==> config.mk <==
export PLATFORM = sky130hd
export DESIGN_NAME = io_port_ctrl
export DESIGN_NICKNAME = d
export VERILOG_FILES = /design/src/rtl/io_pkg.sv /design/src/rtl/io_fifo.sv /design/src/rtl/io_port_ctrl.sv
export SDC_FILE = /design/constraint.sdc
export NUM_CORES = 1
export LEC_CHECK = 0
export CORE_MARGIN = 10
export CORE_UTILIZATION = 35
export CTS_CLUSTER_SIZE = 10
export DETAILED_ROUTE_END_ITERATION = 6
export GPL_ROUTABILITY_DRIVEN = 0
export GPL_TIMING_DRIVEN = 0
export PLACE_DENSITY_LB_ADDON = 0.08
export SLEW_MARGIN = 20
export SYNTH_ARGS = -nofsm -noshare
export SYNTH_HDL_FRONTEND = slang
export SYNTH_HIERARCHICAL = 1
export SYNTH_SLANG_ARGS = --single-unit
==> constraint.sdc <==
create_clock -name clk -period 4.8 [get_ports clk]
set_input_delay 0.48 -clock clk [delete_from_list [all_inputs] [get_ports clk]]
set_output_delay 0.48 -clock clk [all_outputs]
set_load 0.02 [all_outputs]
==> src/rtl/io_pkg.sv <==
// Shared constants and helpers for the memory-stage I/O port controller.
package io_pkg;

  localparam int unsigned ERR_OVF   = 0;
  localparam int unsigned ERR_UNF   = 1;
  localparam int unsigned ERR_SEL   = 2;

  localparam int unsigned DEF_WIDTH = 16;
  localparam int unsigned DEF_DEPTH = 4;

  function automatic int unsigned clog2(input int unsigned v);
    int unsigned r;
    r = 0;
    while ((32'd1 << r) < v) r = r + 1;
    return r;
  endfunction

endpackage

==> src/rtl/io_fifo.sv <==
// Input-side word FIFO; state changes on the falling clock edge like the rest of the I/O block.
module io_fifo
  import io_pkg::*;
#(
  parameter int unsigned WIDTH = DEF_WIDTH,
  parameter int unsigned DEPTH = DEF_DEPTH
) (
  input  logic                  clk,
  input  logic                  reset,
  input  logic                  push,
  input  logic                  pop,
  input  logic [WIDTH-1:0]      din,
  output logic [WIDTH-1:0]      dout,
  output logic [clog2(DEPTH):0] count,
  output logic                  full,
  output logic                  empty
);

  localparam int unsigned AW = clog2(DEPTH);

  logic [WIDTH-1:0] mem [DEPTH];
  logic [AW-1:0]    wr_ptr;
  logic [AW-1:0]    rd_ptr;
  logic             do_push;
  logic             do_pop;

  assign full    = (count == (AW+1)'(DEPTH));
  assign empty   = (count == '0);
  assign do_push = push & ~full;
  assign do_pop  = pop & ~empty;
  assign dout    = mem[rd_ptr];

  // DEPTH is a power of two, so the pointers wrap by natural overflow.
  always_ff @(negedge clk or negedge reset) begin
    if (!reset) begin
      wr_ptr <= '0;
      rd_ptr <= '0;
      count  <= '0;
    end else begin
      if (do_push) wr_ptr <= wr_ptr + 1'b1;
      if (do_pop)  rd_ptr <= rd_ptr + 1'b1;
      case ({do_push, do_pop})
        2'b10:   count <= count + 1'b1;
        2'b01:   count <= count - 1'b1;
        default: count <= count;
      endcase
    end
  end

  always_ff @(negedge clk) begin
    if (do_push) mem[wr_ptr] <= din;
  end

endmodule

==> src/rtl/io_port_ctrl.sv <==
// Memory-stage I/O controller: buffered input FIFO with empty-read bypass,
// N independently addressed output lanes with update strobes, sticky error flags.
module io_port_ctrl
  import io_pkg::*;
#(
  parameter int unsigned WIDTH   = DEF_WIDTH,
  parameter int unsigned DEPTH   = DEF_DEPTH,
  parameter int unsigned N_PORTS = 2,
  parameter int unsigned SEL_W   = 1
) (
  input  logic                       clk,
  input  logic                       reset,
  input  logic [WIDTH-1:0]           Result,
  input  logic [SEL_W-1:0]           PORT_SEL,
  input  logic                       IOE,
  input  logic                       IOR,
  input  logic                       IOW,
  input  logic [WIDTH-1:0]           PORTIN,
  input  logic                       PORTIN_VALID,
  output logic                       PORTIN_READY,
  output logic [WIDTH-1:0]           IN,
  output logic                       IN_VALID,
  output logic [N_PORTS*WIDTH-1:0]   PORTOUT,
  output logic [N_PORTS-1:0]         PORTOUT_STB,
  output logic [clog2(DEPTH):0]      FIFO_COUNT,
  input  logic                       CLR_FLAGS,
  output logic [2:0]                 ERR_FLAGS
);

  logic [WIDTH-1:0] fifo_dout;
  logic             fifo_full;
  logic             fifo_empty;
  logic             fifo_push;
  logic             rd_req;
  logic             wr_req;
  logic             bypass;
  logic             sel_ok;
  logic             ovf;
  logic             unf;
  logic             bad_sel;
  logic [2:0]       err_next;

  assign rd_req  = IOE & IOR;
  assign wr_req  = IOE & IOW;
  // An empty read with a word arriving on the same edge takes it straight to IN.
  assign bypass  = rd_req & fifo_empty & PORTIN_VALID;
  assign fifo_push = PORTIN_VALID & ~bypass;
  assign ovf     = PORTIN_VALID & fifo_full;
  assign unf     = rd_req & fifo_empty & ~PORTIN_VALID;
  assign sel_ok  = (32'(PORT_SEL) < N_PORTS);
  assign bad_sel = wr_req & ~sel_ok;

  assign PORTIN_READY = ~fifo_full;

  io_fifo #(
    .WIDTH (WIDTH),
    .DEPTH (DEPTH)
  ) u_fifo (
    .clk   (clk),
    .reset (reset),
    .push  (fifo_push),
    .pop   (rd_req),
    .din   (PORTIN),
    .dout  (fifo_dout),
    .count (FIFO_COUNT),
    .full  (fifo_full),
    .empty (fifo_empty)
  );

  always_ff @(negedge clk or negedge reset) begin
    if (!reset) begin
      IN       <= '0;
      IN_VALID <= 1'b0;
    end else if (rd_req && !fifo_empty) begin
      IN       <= fifo_dout;
      IN_VALID <= 1'b1;
    end else if (bypass) begin
      IN       <= PORTIN;
      IN_VALID <= 1'b1;
    end else begin
      IN_VALID <= 1'b0;
    end
  end

  always_ff @(negedge clk or negedge reset) begin
    if (!reset) begin
      PORTOUT     <= '0;
      PORTOUT_STB <= '0;
    end else begin
      PORTOUT_STB <= '0;
      for (int unsigned k = 0; k < N_PORTS; k++) begin
        if (wr_req && sel_ok && (32'(PORT_SEL) == k)) begin
          PORTOUT[k*WIDTH +: WIDTH] <= Result;
          PORTOUT_STB[k]            <= 1'b1;
        end
      end
    end
  end

  // Clear first, then OR in this edge's errors so a coincident error survives the clear.
  always_comb begin
    err_next          = CLR_FLAGS ? 3'b000 : ERR_FLAGS;
    err_next[ERR_OVF] = err_next[ERR_OVF] | ovf;
    err_next[ERR_UNF] = err_next[ERR_UNF] | unf;
    err_next[ERR_SEL] = err_next[ERR_SEL] | bad_sel;
  end

  always_ff @(negedge clk or negedge reset) begin
    if (!reset) ERR_FLAGS <= '0;
    else        ERR_FLAGS <= err_next;
  end

endmodule

### Word-level counts from Yosys, hierarchy flattened

Memory sizes are Yosys's and may differ from the RTL's.
Index checks and enable logic that the tools add are counted.

* memory bits (writable): 64
* output and inout bits: 58
* memory bits (read-only): 0
* latch bits: 0
* word-level logic and storage cells: 50
* memories: 1
* register bits after elaboration: 60

Memory list
* u_fifo.mem: depth 4, width 16, read ports 1, clocked after memory_dff 0, write ports 1, RTL line io_fifo.sv:21 `logic [WIDTH-1:0] mem [DEPTH];`

* eq/ne operators: 3
* divide/modulo/power cells: 0
* shift-type cells: 0
* order comparisons: 0
* bitwise gates (word level): 16
* reductions and logical operators: 7
* muxes and demuxes: 10
* $mul: 0
* $add $sub $neg: 4

Operators with widths (number)
* $mux W16: 2
* $and A1 B1 Y1: 9
* $mux W1: 6
* $pmux W3 S2: 1
* $not A1 Y1: 5
* $add A2 B1 Y2 const B: 2
* $reduce_bool A2 Y1: 2
* $add A3 B1 Y3 const B: 1
* $eq A3 B3 Y1 const B: 1
* $logic_and A1 B1 Y1: 3
* $logic_not A3 Y1: 1
* $sub A3 B1 Y3 const B: 1
* $eq A2 B1 Y1 const B: 1
* $eq A2 B2 Y1 const B: 1
* $mux W2: 1
* $or A1 B1 Y1: 2
* $logic_not A1 Y1: 1

### Depth between registers and ports, before layout

Gate-level depths: netlist of the first run.

* depth in word-level cells: 8
* depth in mapped cells: 13

### By module

Netlist of the first run, hierarchy kept.

Modules (own cells, without submodules)
* io_fifo: sequential area each 2097.0 um2, cells each 122, area each 2778.9 um2, instances 1
* io_port_ctrl: sequential area each 1326.3 um2, cells each 163, area each 2254.7 um2, instances 1

==> results.cfg, run 1 <==
[grt]
grt_pass1_vias = 3448
groute.usage.overall = 0.131
grt_pass1_wl_um = 19600
grt_overflow = 0
antenna_found_initial = 0
grt_max_degree = 47

[yosys]
ys_seq_area_frac = 0.680
synth_commonest_cells = edfxtp_1, dfrtn_1, o22ai_1, mux2_4, a21oi_1
yosysMostFrequentCell = edfxtp_1
ys.flop_type = edfxtp_1
avgSynthCellArea_um2 = 17.7
yosysTopAreaCellShare = 0.382
ys_top_cells_by_area = edfxtp_1, dfrtn_1, mux2_4
synthCells = 285
syn_area_mm2 = 0.00503
yosysTopAreaCell = edfxtp_1
synth_seq_cells = 124
synth_cell_types = 34
synthArstFlopShare = 0.484
synth_edf_count = 64
syn_nets = 331
yosysWarnings = 6

[pwr]
p_per_area_mw_per_mm2 = 605
max-vdd-ir-drop_uv = 280
p_leak_nw = 3.08
power.total_mw = 4.32

[route]
first_pass_iters = 4
route.detailed.drc = 0
routed_wl_um = 12300
wl_per_cell_um = 18.7
drt_iter0_markers = 142
ant_nets = 0
vias = 3110
vias_per_cell = 4.73

[critical_path]
cp-end-kind = primary output
reg2reg_depth = 11
reg2reg_setup_slack_ps = 2540
cp_data_required_time_ps = 4320
arrival_ps = 4220
critPathCapture = PORTIN_READY
timing.rr.start = u_fifo/count[1]
worstSetupPathType = reg2out
worst_setup_path_start_kind = flop
r2r_end = u_fifo/count[2]
startpoint = u_fifo/count[2]
crit_path_max_fanout = 5

[clocking]
cts_buffers = 17
hold_buffers = 0
cts.sinks = 124
cts.clk_slew.worst_paths_ps = 40
clk_latency_ps = 450
h-tree-depth = 4
cts-root-buf = clkbuf_16
cts_tree = built
cts_buffer_depth = 2

[outcome]
status = finished, final reports clean

[run]
cap_violations = 0

[min_path]
hp-class = reg2reg

[layout]
multi_input_area_mm2 = 0.00145
area_growth_pct = 41.9
nFillCells = 1233
seq_area_mm2 = 0.00342
drive_gt1_frac = 0.211
fin_util = 0.511
n_antenna_cell = 0
nets = 511

[floorplanning]
coreArea_mm2 = 0.0140
fp.dieW_um = 140
ios = 98
die_area_mm2 = 0.0196
fp-row-count = 43
die_y_um = 140
start_util = 0.360

[sta]
slew_viol_final = 0
relSlewSlack = 0.645
hold_viol = 0
max_slew.worst_pin.slew_ps = 532
setup_viol = 0
finalClockSkew_ps = 58.2
rsz0062_at_grt = no

[placement]
place.detailed.hpwl_um = 8250
io_buffers = 95
-- sequential cells by signal (all words and copies together) (netlist names) --
| name | count |
|---|---|
| u_fifo/count | 3 |
| u_fifo/wr_ptr | 2 |
| u_fifo/rd_ptr | 2 |
| PORTOUT_STB | 2 |
| IN | 16 |
| IN_VALID | 1 |
| PORTOUT | 32 |
| u_fifo/mem | 64 |
| ERR_FLAGS | 2 |
-- cells by family (layout without fill, tap and decap cells) --
kind of cell               Yosys count  in the layout  synth area share
muxes                               50             50             0.167
adders and majority gates            6              6            0.0164
AOI/OAI and AO/OA                   52             52            0.0611
other                                1              1          0.000745
xor gates and xnor gates             6              6            0.0104
DFF                                124            124             0.680
and+or+nand+nor                     18             18            0.0293
buffers and inverters               28            221            0.0350
-- per-stage QoR --
stage	hold slack (ps)	cell area [µm²]	TNS [ps]	setup WS, ps	std cells
after floorplan	487	5030	0	78.5	285
after global placement	450	6210	-133210	-1200	560
after detailed placement	453	6230	-61490	-968	561
after CTS	453	7140	0	4.43	658
after global routing	468	7140	0	36.1	658
final	450	7140	0	105	658
-- critical path, stage by stage, from the launching register on --
cell and delay [ps]:
dfrtn_1 490, nor3b_4 310, inv_1 60, clkdlybuf4s50_1 560
-- worst min path at each step --
stage / cells past startpoint / endpoint / slack, ps / start
final: 1 / PORTOUT[2] / 450 / PORTOUT[2]
after global routing: 1 / PORTOUT[15] / 470 / PORTOUT[15]
after CTS: 1 / PORTOUT[29] / 450 / PORTOUT[29]
after detailed placement: 1 / PORTOUT[29] / 450 / PORTOUT[29]
after global placement: 1 / PORTOUT[5] / 450 / PORTOUT[5]
after floorplan: 2 / u_fifo/wr_ptr[0] / 490 / u_fifo/wr_ptr[0]
-- routing by layer --
metal | part of all wire | global-route usage | routed length (µm) | up-vias
met3 | 0.052 | 0.0473 | 645 | 11
met4 | 0.014 | 0.0549 | 173 | 0
met1 | 0.42 | 0.155 | 5150 | 1561
li1 | - | - | - | 1466
met5 | 0 | 0 | 0 | -
met2 | 0.52 | 0.211 | 6360 | 72
-- cell type report --
class                   instances  share of cell area
clock inverters                73              0.0459
clock buffers                  23              0.0744
well taps                     180              0.0315
plain buffers                  15              0.0196
multi-input cells             133               0.203
repair buffers                 98               0.139
flip-flops and latches        124               0.479
inverters                      12             0.00665
-- timing repair --
item / in CTS / in global routing
setup endpoints to repair: 67 / 56
setup buffers: 2 / 0
resized for setup: 11 / 3
hold endpoints to repair: 0 / 0
-- placed cells by master (no fill, tap or decap), types with 2 or more instances in the layout --
cell / count
buf_4: 6
edfxtp_1: 64
dfrtn_1: 60
nand3b_4: 2
and2_2: 4
mux2_2: 15
nand2b_1: 2
nand2_1: 2
inv_1: 75
clkdlybuf4s50_1: 92
dlymetal6s2s_1: 2
buf_2: 3
xnor2_1: 3
clkbuf_16: 20
ha_1: 5
mux4_2: 8
a21oi_1: 16
o22ai_1: 33
xor2_1: 3
mux2_4: 18
mux4_1: 8
clkbuf_8: 2
buf_6: 7
clkinv_4: 5
clkbuf_1: 2
-- power by group --
| group | internal (mW) | total, mW | switching [mW] | leakage [nW] |
|---|---|---|---|---|
| registers | 1.42 | 1.56 | 0.144 | 1.29 |
| clock network | 0.904 | 1.50 | 0.594 | 0.646 |
| logic | 0.637 | 1.26 | 0.625 | 1.14 |
No activity file was read; power rests on OpenSTA's default activity.
==> run 2, diff against run 1 <==
clock period = 3.8 ns   (was 4.8 ns; I/O delays follow)
==> results.cfg, run 2 (synthesized netlist as in run 1, its figures left out) <==
[outcome]
status = finished, final reports clean

[route]
routed_wl_um = 12200
vias_per_cell = 4.78
drt_iter0_markers = 156
route.detailed.drc = 0
vias = 3157
first_pass_iters = 4
ant_nets = 0
wl_per_cell_um = 18.4

[critical_path]
crit_path_max_fanout = 3
slowest_stage = clkdlybuf4s50_1
cp-end-kind = primary output
cp_data_required_time_ps = 3420
cpPeakStageDelay_ps = 640
arrival_ps = 3370
worst-path-buf-inv = 1
worstSetupPathType = reg2out
cp_cell_sequence = clkdlybuf4s50_1
worst_setup_path_start_kind = flop
crit_family = buffers and inverters

[layout]
layout.cells.most_common = clkdlybuf4s50_1
reg_top3 = u_fifo/mem: 64 flops, PORTOUT: 32 flops, IN: 16 flops
largest_reg_flops = 64
top_register = u_fifo/mem
final_cells = 660
area_growth_pct = 41.7
n_antenna_cell = 0
drive_gt1_frac = 0.223
nets = 513
final_cell_mix = clkdlybuf4s50_1, inv_1, edfxtp_1, dfrtn_1, o22ai_1
fin_util = 0.510

[floorplanning]
coreArea_mm2 = 0.0140
ios = 98
start_util = 0.360
fp-row-count = 43
fp.dieW_um = 140
die_y_um = 140
die_area_mm2 = 0.0196

[clocking]
cts_tree = built
cts_buffer_depth = 2
cts.clk_slew.worst_paths_ps = 40
clk_latency_ps = 440
cts_buffers = 17
cts-root-buf = clkbuf_16
cts.sinks = 124
h-tree-depth = 4

[grt]
grt_pass1_vias = 3377
grt_max_degree = 47
groute.usage.overall = 0.128
grt_overflow = 0
grt_pass1_wl_um = 19300
antenna_found_initial = 0

[pwr]
p_per_area_mw_per_mm2 = 752
p_leak_nw = 3.09
max-vdd-ir-drop_uv = 358

[sta]
setup_viol = 0
max_slew.worst_pin.slew_ps = 512
finalClockSkew_ps = 60.1
rsz0062_at_grt = no
hold_viol = 0
hold_slack_ps = 447
slew_viol_final = 0
relSlewSlack = 0.659
tns_ps = 0

[placement]
place.detailed.hpwl_um = 8410
io_buffers = 95
dp_cells = 561

[run]
cap_violations = 0

[min_path]
hp-class = reg2reg
## run 2: changes by cell type in the layout (fill, tap and decap cells not counted), sizes merged
cell,change
clkbuf,-2
dlygate4sd2,+5
inv,+1
buf,+3
clkinvlp,-1
clkinv,+2
clkdlybuf4s50,-6
## run 2: worst paths after layout
path	from	endpoint	slack, ps	depth (start not counted)
max in group asynchronous	reset	u_fifo/count[1]	1610	2
worst min register to register	PORTOUT[2]	PORTOUT[2]	450	1
worst min-delay path	PORTOUT[2]	PORTOUT[2]	450	1
min in group asynchronous	reset	IN[6]	1650	1
worst max-delay path	IN[3]	IN[3]	50	1
worst max register to register	u_fifo/count[2]	u_fifo/count[2]	1590	12
## run 2: cell type report
class                           instances  area (µm²)
Sequential cell                       124        3420
Fill cell                            1218        6860
Inverter                               12        52.6
Multi-Input combinational cell        133        1460
Tap cell                              180         225
Clock inverter                         75         330
Buffer                                 13         130
Timing Repair Buffer                  102        1030
Clock buffer                           21         482
## run 2: where the power goes
part | internal (mW) | total, mW | leakage, nW | switching (mW)
Clock | 1.06 | 1.78 | 0.633 | 0.721
Combinational | 0.816 | 1.61 | 1.16 | 0.799
Sequential | 1.79 | 1.97 | 1.29 | 0.179
## run 2: metrics by stage
stage          setup slack (ps)  area (µm²)  power [mW]
2_1_floorplan              -146        5070        3.02
3_3_place_gp              -1590        6250        3.68
3_5_place_dp               -938        6270        3.72
4_1_cts                    19.5        7140        5.46
5_1_grt                   0.143        7130        5.72
6_report                   49.5        7130        5.37
## run 2: routing by layer
layer  part of all wire  wire length, µm  global-route usage  vias up
li1                   -                -                   -     1475
met1               0.42             5170               0.153     1596
met2               0.51             6260               0.208       70
met3              0.042              514              0.0412       16
met4              0.019              227              0.0587        0
met5                  0                0                   0        -
## run 2: timing repair
item / CTS / global route
pin swaps: 0 / 1
gates resized for setup: 16 / 2
setup buffers: 5 / 1
hold buffers: 0 / 0
cloned: 0 / 0
setup endpoints to repair: 72 / 4
